### src/rtl/beta_irq_ctrl.sv
// rtl/beta_irq_ctrl.sv - edge-triggered, masked, fixed-priority interrupt controller
//
// Purpose: latches rising edges of irq_in into a pending register. When a pending,
// unmasked source exists, the controller raises irq for the lowest-index source.
// It then waits for the datapath to acknowledge (irq_ack). It stays in service
// until the handler returns (irq_ret).
//
// Ports:
//   clk, reset        - clock, synchronous active-high reset
//   irq_in[NSRC]      - raw interrupt lines (already synchronous to clk)
//   mask_we, mask_wd  - mask register load enable / value (1 = enabled)
//   irq               - interrupt request, high only while a request is outstanding
//   irq_ack, irq_ret  - datapath took the interrupt / handler returned
//   vec               - handler address for src_id
//   src_id            - requesting or in-service source index
//   pending, mask     - pending and mask registers
module beta_irq_ctrl #(
    parameter int unsigned  NSRC       = 4,
    parameter logic [31:0]  VEC_BASE   = 32'h0000_0008,
    parameter int unsigned  VEC_STRIDE = 4
) (
    input  logic            clk,
    input  logic            reset,
    input  logic [NSRC-1:0] irq_in,
    input  logic            mask_we,
    input  logic [NSRC-1:0] mask_wd,
    output logic            irq,
    input  logic            irq_ack,
    input  logic            irq_ret,
    output logic [31:0]     vec,
    output logic [2:0]      src_id,
    output logic [NSRC-1:0] pending,
    output logic [NSRC-1:0] mask
);

    typedef enum logic [1:0] {
        ST_IDLE    = 2'd0,
        ST_REQ     = 2'd1,
        ST_SERVICE = 2'd2
    } state_t;

    state_t          state_q, state_d;
    logic [NSRC-1:0] prev_q;
    logic [NSRC-1:0] pending_q, pending_d;
    logic [NSRC-1:0] mask_q;
    logic [2:0]      src_q, src_d;

    logic [NSRC-1:0] edge_det;
    logic [NSRC-1:0] eligible;
    logic [NSRC-1:0] src_onehot;
    logic [NSRC-1:0] pend_clr;
    logic [2:0]      winner;
    logic            src_enabled;

    assign edge_det = irq_in & ~prev_q;
    assign eligible = pending_q & mask_q;

    // Lowest index wins: scan from the top so the last hit is the smallest index.
    always_comb begin
        winner = 3'd0;
        for (int i = NSRC - 1; i >= 0; i--) begin
            if (eligible[i]) begin
                winner = 3'(i);
            end
        end
    end

    always_comb begin
        src_onehot = '0;
        for (int i = 0; i < NSRC; i++) begin
            src_onehot[i] = (src_q == 3'(i));
        end
    end

    assign src_enabled = |(src_onehot & mask_q);

    always_comb begin
        state_d  = state_q;
        src_d    = src_q;
        pend_clr = '0;
        case (state_q)
            ST_IDLE: begin
                if (|eligible) begin
                    state_d = ST_REQ;
                    src_d   = winner;
                end
            end
            ST_REQ: begin
                // An acknowledge beats a mask clear in the same cycle.
                if (irq_ack) begin
                    state_d  = ST_SERVICE;
                    pend_clr = src_onehot;
                end else if (!src_enabled) begin
                    state_d = ST_IDLE;
                end
            end
            ST_SERVICE: begin
                if (irq_ret) begin
                    state_d = ST_IDLE;
                end
            end
            default: begin
                state_d = ST_IDLE;
            end
        endcase
    end

    // A new edge on the source being acknowledged keeps it pending.
    assign pending_d = (pending_q & ~pend_clr) | edge_det;

    always_ff @(posedge clk) begin
        if (reset) begin
            state_q   <= ST_IDLE;
            // Sampling the live lines means a line held high through reset shows no edge.
            prev_q    <= irq_in;
            pending_q <= '0;
            mask_q    <= '0;
            src_q     <= 3'd0;
        end else begin
            state_q   <= state_d;
            prev_q    <= irq_in;
            pending_q <= pending_d;
            if (mask_we) begin
                mask_q <= mask_wd;
            end
            src_q     <= src_d;
        end
    end

    assign irq     = (state_q == ST_REQ);
    assign src_id  = src_q;
    assign vec     = VEC_BASE + VEC_STRIDE * 32'(src_q);
    assign pending = pending_q;
    assign mask    = mask_q;

endmodule
### config.mk
export PLATFORM = sky130hd
export DESIGN_NAME = beta_irq_ctrl
export DESIGN_NICKNAME = d
export VERILOG_FILES = /design/src/rtl/beta_irq_ctrl.sv
export SDC_FILE = /design/constraint.sdc
export NUM_CORES = 1
export LEC_CHECK = 0
export BUFFER_PORTS_ARGS = -buffer_cell sky130_fd_sc_hd__buf_2
export CAP_MARGIN = 25
export CORE_MARGIN = 2
export CORE_UTILIZATION = 38
export CTS_BUF_LIST = sky130_fd_sc_hd__clkbuf_8
export CTS_CLUSTER_SIZE = 10
export DETAILED_ROUTE_END_ITERATION = 8
export PLACE_DENSITY = 0.75
export SLEW_MARGIN = 40
export SYNTH_ARGS = -nofsm -noshare
export SYNTH_HDL_FRONTEND = slang
export SYNTH_SLANG_ARGS = --single-unit
### constraint.sdc
create_clock -name clk -period 1.1 [get_ports clk]
set_input_delay 0.22 -clock clk [delete_from_list [all_inputs] [get_ports clk]]
set_output_delay 0.22 -clock clk [all_outputs]
set_load 0.02 [all_outputs]
==> results of run 1 <==
cell usage after synthesis (2+ instances only):
| master | count |
|---|---|
| o41ai_1 | 2 |
| nor2_1 | 9 |
| buf_4 | 32 |
| inv_1 | 2 |
| nor2b_1 | 2 |
| dfxtp_1 | 16 |
| clkbuf_1 | 2 |
| a21oi_1 | 5 |
| nand2b_1 | 2 |
| a22o_1 | 2 |
| mux2i_1 | 4 |
| nand2_1 | 2 |
| nand4_1 | 2 |
worst max-delay path: cells and delay by family, from the launching register on:
family	cells	cell delay [ns]
simple gates	1	0.08
mux	1	0.52
flops	1	0.37
compound gates	1	0.05
per-stage QoR:
stage          total power (uW)  setup WS, ns  std cells  setup TNS [ns]
4_1_cts                    1390       -0.0128        156         -0.0332
2_1_floorplan               928       -0.0342        123         -0.0589
6_report                   1400       -0.0392        159         -0.0800
5_1_grt                    1470       -0.0767        159          -0.355
3_5_place_dp                928       -0.0279        149         -0.0279
3_3_place_gp                923        0.0105        149               0
sequential cells by signal (all words and copies together) (netlist names):
| name | flops |
|---|---|
| mask | 4 |
| pending | 4 |
| prev_q | 4 |
| src_id | 2 |
| state_q | 2 |
power by group through the flow:
| stage | sequential [uW] | clock [uW] | combinational, uW |
|---|---|---|---|
| after floorplan | 679 | 0 | 250 |
| after global placement | 653 | 0 | 269 |
| after detailed placement | 655 | 0 | 274 |
| after CTS | 640 | 458 | 292 |
| after global routing | 642 | 481 | 348 |
| final | 637 | 441 | 320 |
worst max-delay path by stage:
| stage | to | slack (ns) |
|---|---|---|
| 2_1_floorplan | state_q[0] | -0.03 |
| 3_3_place_gp | state_q[0] | 0.01 |
| 3_5_place_dp | state_q[0] | -0.03 |
| 4_1_cts | state_q[0] | -0.01 |
| 5_1_grt | state_q[0] | -0.08 |
| 6_report | state_q[0] | -0.04 |
layer usage:
metal | global-route usage | vias up | routed length [um]
met2 | 0.233 | 43 | 878
met5 | 0 | - | 0
li1 | - | 334 | -
met1 | 0.161 | 326 | 671
met3 | 0.0259 | 2 | 139
met4 | 0.0789 | 0 | 29
cells by family (layout without fill, tap and decap cells):
group	Yosys count	count (layout)	share of synthesized area
compound gates	16	16	0.141
flops	16	16	0.372
mux	5	5	0.0726
simple gates	20	20	0.115
buf+inv	36	44	0.296
other cells	1	30	0.00435
area by class of cell:
class | instances | area, um^2
well taps | 28 | 35.0
repair buffers | 38 | 277
fillers | 202 | 1040
flip-flops and latches | 16 | 345
inverters | 2 | 7.51
clock inverters | 1 | 3.75
multi-input cells | 71 | 417
clock buffers | 3 | 41.3
placed cells by master (no fill, tap or decap):
master     Yosys  routed
a22o_1         2       2
nand2b_1       2       2
nand4_1        2       2
nor2_2         1       1
a211oi_1       1       1
a21oi_2        0       1
dfxtp_2        0       8
mux2i_1        4       4
buf_6          0       9
dfxtp_1       16       4
o41ai_1        2       1
o41ai_2        0       1
a21oi_1        5       4
conb_1         1      30
nor2b_1        2       2
o21ai_1        1       1
nor2b_4        0       1
a31o_1         1       1
nand3_2        0       1
nor2_1         9       9
dfxtp_4        0       4
clkbuf_8       0       3
buf_2          0      17
a32oi_1        1       1
o21ai_2        1       1
inv_1          2       3
nand2_1        2       2
a2111oi_2      1       1
mux4_2         1       1
a22oi_1        1       1
buf_4         32      12
timing repair:
action                                  CTS  global route
pin swaps                                 2             4
setup buffers                             3             3
resized for setup                        16            12
endpoints found under the hold margin     0             0
endpoints found under the setup margin    7            11
==> run metrics, run 1 <==
status=complete, but fails checks; failing checks=setup timing; clk_lat worst skew=0.25 ns; Post-CTS Hold Fix Bufs=0; DRC=0; Root Driver=clkbuf_8; Post-Layout Inst Area=1130 um^2; maximum VDD drop=1060 uV; Tmin final=1.14 ns; Pint=974 uW; first-pass GRT wire length=2620 um; vias per std cell=4.43; Total Routing Usage GR=0.137; die height=51.6 um; vias in the first global route=556; total wire length=1720 um; dpl cell area=951 um^2; CP max stage cell=mux4_2; share of power burned in registers=0.456; R2R Setup Slk=-0.04 ns; TritonCTS buffer count=3; Comb pwr share=0.229; CP startpoint=src_id[1]; Clock Tree Buf Depth=2; mean post-synth cell area=9.17 um^2; clk_skew=0.00469 ns; final hold slack=0.0823 ns; Mapped Area=862 um^2; WS Path Type=reg2reg; H-tree depth=1; Cell Rows=17; Req. time, crit path=1.24 ns; Tcrit/Tclk final=1.04; Async SR Flop Fraction=0; initial antenna violation count=0; number of synthesized register bits=16; largest net degree at the start of global routing=15; Final setup viols=6; Setup crit start kind=register; Clk pwr share=0.316; Sink Count=16; Layout area overhead=30.6%; synth warn=0; Finished Core Util=0.519; RSZ-0062 raised after global routing=true; reg2reg path depth=3; IO Count=57; R2R Path End=state_q[0]; layout cells sized above 1=0.466; Critical Path End Type=register; Initial DRT Pass Iterations=3; register area share after synthesis=0.372; hold endpoint=prev_q[2]; dominant cells by area after synthesis=dfxtp_1 37%, buf_4 28%, mux2i_1 4.6%; Pins Over Slew Limit=0; Arrival @ worst endpoint=1.27 ns; critical-path maximum fanout=5; synth unique cells=25; Post-synth EDFFs=0; Synth area leader=dfxtp_1; Clock Pin Slew Worst Setup and Hold Paths=0.06 ns; total number of vias=705; CP max stage delay=0.52 ns; Port-buffer cells=26; ANT nets after route=0; area of the die=2670 um^2; Starting Density=0.397; HP Class=in2reg; Core Region=2170 um^2; grt total ovfl=0; top-area cell type share of the netlist area=0.372; DP HPWL=1260 um; nets@finish=145; Power Density=1240 nW/um^2; hold_sp=irq_in[2]; diode count=0; Critical R2R Launch=src_id[1]; Routability Congestion=0.800; Gate Count Post-Synth=94; leak pwr=0.000546 uW; Top FF cell, synth=dfxtp_1; Max-Cap Viols=0; Cells on Worst Hold Path=1; sw frac=0.303; CP cell instances=mux4_2 -> nand3_2 -> o21ai_1; initial DRC count=8; CTS tree=done; Final Hold Viols=0; Die Span X=51.6 um; worst setup margin=-0.0392 ns; maximum clock rate=878 MHz; drt wl/cell=10.8 um; sw power=424 uW
No activity file was read; power rests on OpenSTA's default activity.
==> run 2: changes to the inputs <==
CORE_MARGIN = 10   (was 2)
==> run metrics, run 2 (synthesized netlist as in run 1, its figures left out) <==
Routability Congestion=0.765 (was 0.800); fill count=206 (was 202); total number of vias=713 (was 705); critical-path maximum fanout=4 (was 5); leak pwr=0.000550 uW (was 0.000546 uW); R2R Path End=state_q[0] (unchanged); vias per std cell=4.48 (was 4.43); failing checks=setup timing (unchanged); Starting Density=0.393 (was 0.397); Arrival @ worst endpoint=1.27 ns (about the same); most common cell after layout, fill and taps aside=conb_1 (unchanged); IO Count=57 (unchanged); Layout area overhead=33.7% (was 30.6%); initial DRC count=15 (was 8); CP max stage delay=0.51 ns (was 0.52 ns); Root Driver=clkbuf_8 (unchanged); Critical Path End Type=register (unchanged); Clock Pin Slew Worst Setup and Hold Paths=0.06 ns (about the same); vias in the first global route=709 (was 556); Critical R2R Launch=src_id[1] (unchanged); nets@finish=145 (unchanged); Die Span X=67.6 um (was 51.6 um); Final Hold Viols=0 (unchanged); CTS tree=done (unchanged); register area=345 um^2 (unchanged); reg2reg path depth=3 (unchanged); grt total ovfl=0 (unchanged); maximum VDD drop=747 uV (was 1060 uV); Tmin final=1.13 ns (was 1.14 ns); CP cell instances=mux4_2 -> nand3_2 -> o21ai_1 (unchanged); Max-Cap Viols=0 (unchanged); initial antenna violation count=0 (unchanged); WP buf/inv=0 (unchanged); Port-buffer cells=26 (unchanged); first-pass GRT wire length=3170 um (was 2620 um); Power Density=1290 nW/um^2 (was 1240 nW/um^2); die height=67.6 um (was 51.6 um); status=complete, but fails checks (unchanged); clk_lat worst skew=0.25 ns (about the same); diode count=0 (unchanged); area of the die=4570 um^2 (was 2670 um^2); DRC=0 (unchanged); CP startpoint=src_id[1] (unchanged); largest net degree at the start of global routing=10 (was 15); most frequent cells in the layout=30 x conb_1, 17 x buf_2, 11 x buf_4 (was 30 x conb_1, 17 x buf_2, 12 x buf_4); Pins Over Slew Limit=0 (unchanged); clk_skew=0.00184 ns (was 0.00469 ns); Sink Count=16 (unchanged); Post-Layout Inst Area=1150 um^2 (was 1130 um^2); maximum clock rate=883 MHz (was 878 MHz); Cell Rows=17 (unchanged); Initial DRT Pass Iterations=2 (was 3); WP depth=3 (unchanged); RSZ-0062 raised after global routing=true (unchanged); drt wl/cell=13.8 um (was 10.8 um); Tcrit/Tclk final=1.03 (was 1.04); TritonCTS buffer count=3 (unchanged); total wire length=2200 um (was 1720 um); ANT nets after route=0 (unchanged); H-tree depth=1 (unchanged); R2R Setup Slk=-0.03 ns (was -0.04 ns); worst slack at placement=-0.0284 ns (was -0.0279 ns); Req. time, crit path=1.24 ns (about the same); Setup crit start kind=register (unchanged); Multi-input gate area=429 um^2 (was 417 um^2); Clock Tree Buf Depth=2 (unchanged); WS Path Type=reg2reg (unchanged); CP max stage cell=mux4_2 (unchanged); HP Class=in2reg (unchanged); CP delay by family, top=multiplexers (unchanged); Total Routing Usage GR=0.0921 (was 0.137); worst setup margin=-0.0328 ns (was -0.0392 ns); critical path endpoint=state_q[0] (unchanged); Core Region=2190 um^2 (was 2170 um^2); DP HPWL=1850 um (was 1260 um); Final setup viols=3 (was 6); layout cells sized above 1=0.496 (was 0.466); dpl cell area=958 um^2 (was 951 um^2)
run 2: changes by cell type in the layout (fill, tap and decap cells not counted):
cell / delta
a22oi_2: +1
o41ai_1: -1
o41ai_2: +1
a22oi_1: -1
inv_1: -2
inv_2: +1
buf_4: -1
clkbuf_8: +1
buf_6: +1
run 2: worst min path at each step:
stage	depth (start not counted)	end	slack [ns]	from
finish	1	prev_q[3]	0.08	irq_in[3]
global route	1	prev_q[3]	0.07	irq_in[3]
CTS	1	prev_q[3]	0.08	irq_in[3]
detailed placement	1	prev_q[3]	0.34	irq_in[3]
global placement	1	prev_q[3]	0.33	irq_in[3]
floorplan	0	prev_q[0]	0.25	irq_in[0]
run 2: where the power goes:
group	switching, uW	internal (uW)	leakage (uW)
Combinational	209	119	0.000384
Sequential	30.4	610	0.000138
Clock	203	318	0.0000288
run 2: through the flow:
| stage | hold WS [ns] | TNS [ns] | total power, uW | util | std cells |
|---|---|---|---|---|---|
| after detailed placement | 0.336 | -0.0284 | 938 | 0.437 | 150 |
| after CTS | 0.0753 | -0.0497 | 1470 | 0.486 | 156 |
| final | 0.0771 | -0.0604 | 1490 | 0.526 | 159 |
| after global routing | 0.0701 | -0.263 | 1560 | 0.526 | 159 |
| after global placement | 0.333 | 0 | 929 | 0.437 | 150 |
| after floorplan | 0.248 | -0.0589 | 928 | - | 123 |
run 2: metal layers:
metal / track usage / routed length [um] / vias up
met5: 0 / 0 / -
met4: 0.0538 / 34 / 0
met3: 0.0397 / 395 / 4
met2: 0.163 / 1010 / 44
met1: 0.0866 / 758 / 330
li1: - / - / 335
run 2: worst reg2reg max path, cell delays in order (launching register included):
cell,delay [ns]
dfxtp_4,0.38
mux4_2,0.51
nand3_2,0.08
o21ai_1,0.06
run 2: final cells by class:
| cell class | instances | share of cell area |
|---|---|---|
| Multi-Input combinational cell | 71 | 0.372 |
| Sequential cell | 16 | 0.300 |
| Timing Repair Buffer | 38 | 0.243 |
| Clock buffer | 4 | 0.0478 |
| Tap cell | 28 | 0.0304 |
| Inverter | 2 | 0.00651 |
run 2: repair_timing:
| item | CTS | global route |
|---|---|---|
| setup endpoints to repair | 7 | 15 |
| hold buffers | 0 | 0 |
| pin swaps | 2 | 6 |
| gates resized for setup | 13 | 20 |
| setup buffers | 2 | 3 |
| gates cloned | 0 | 0 |
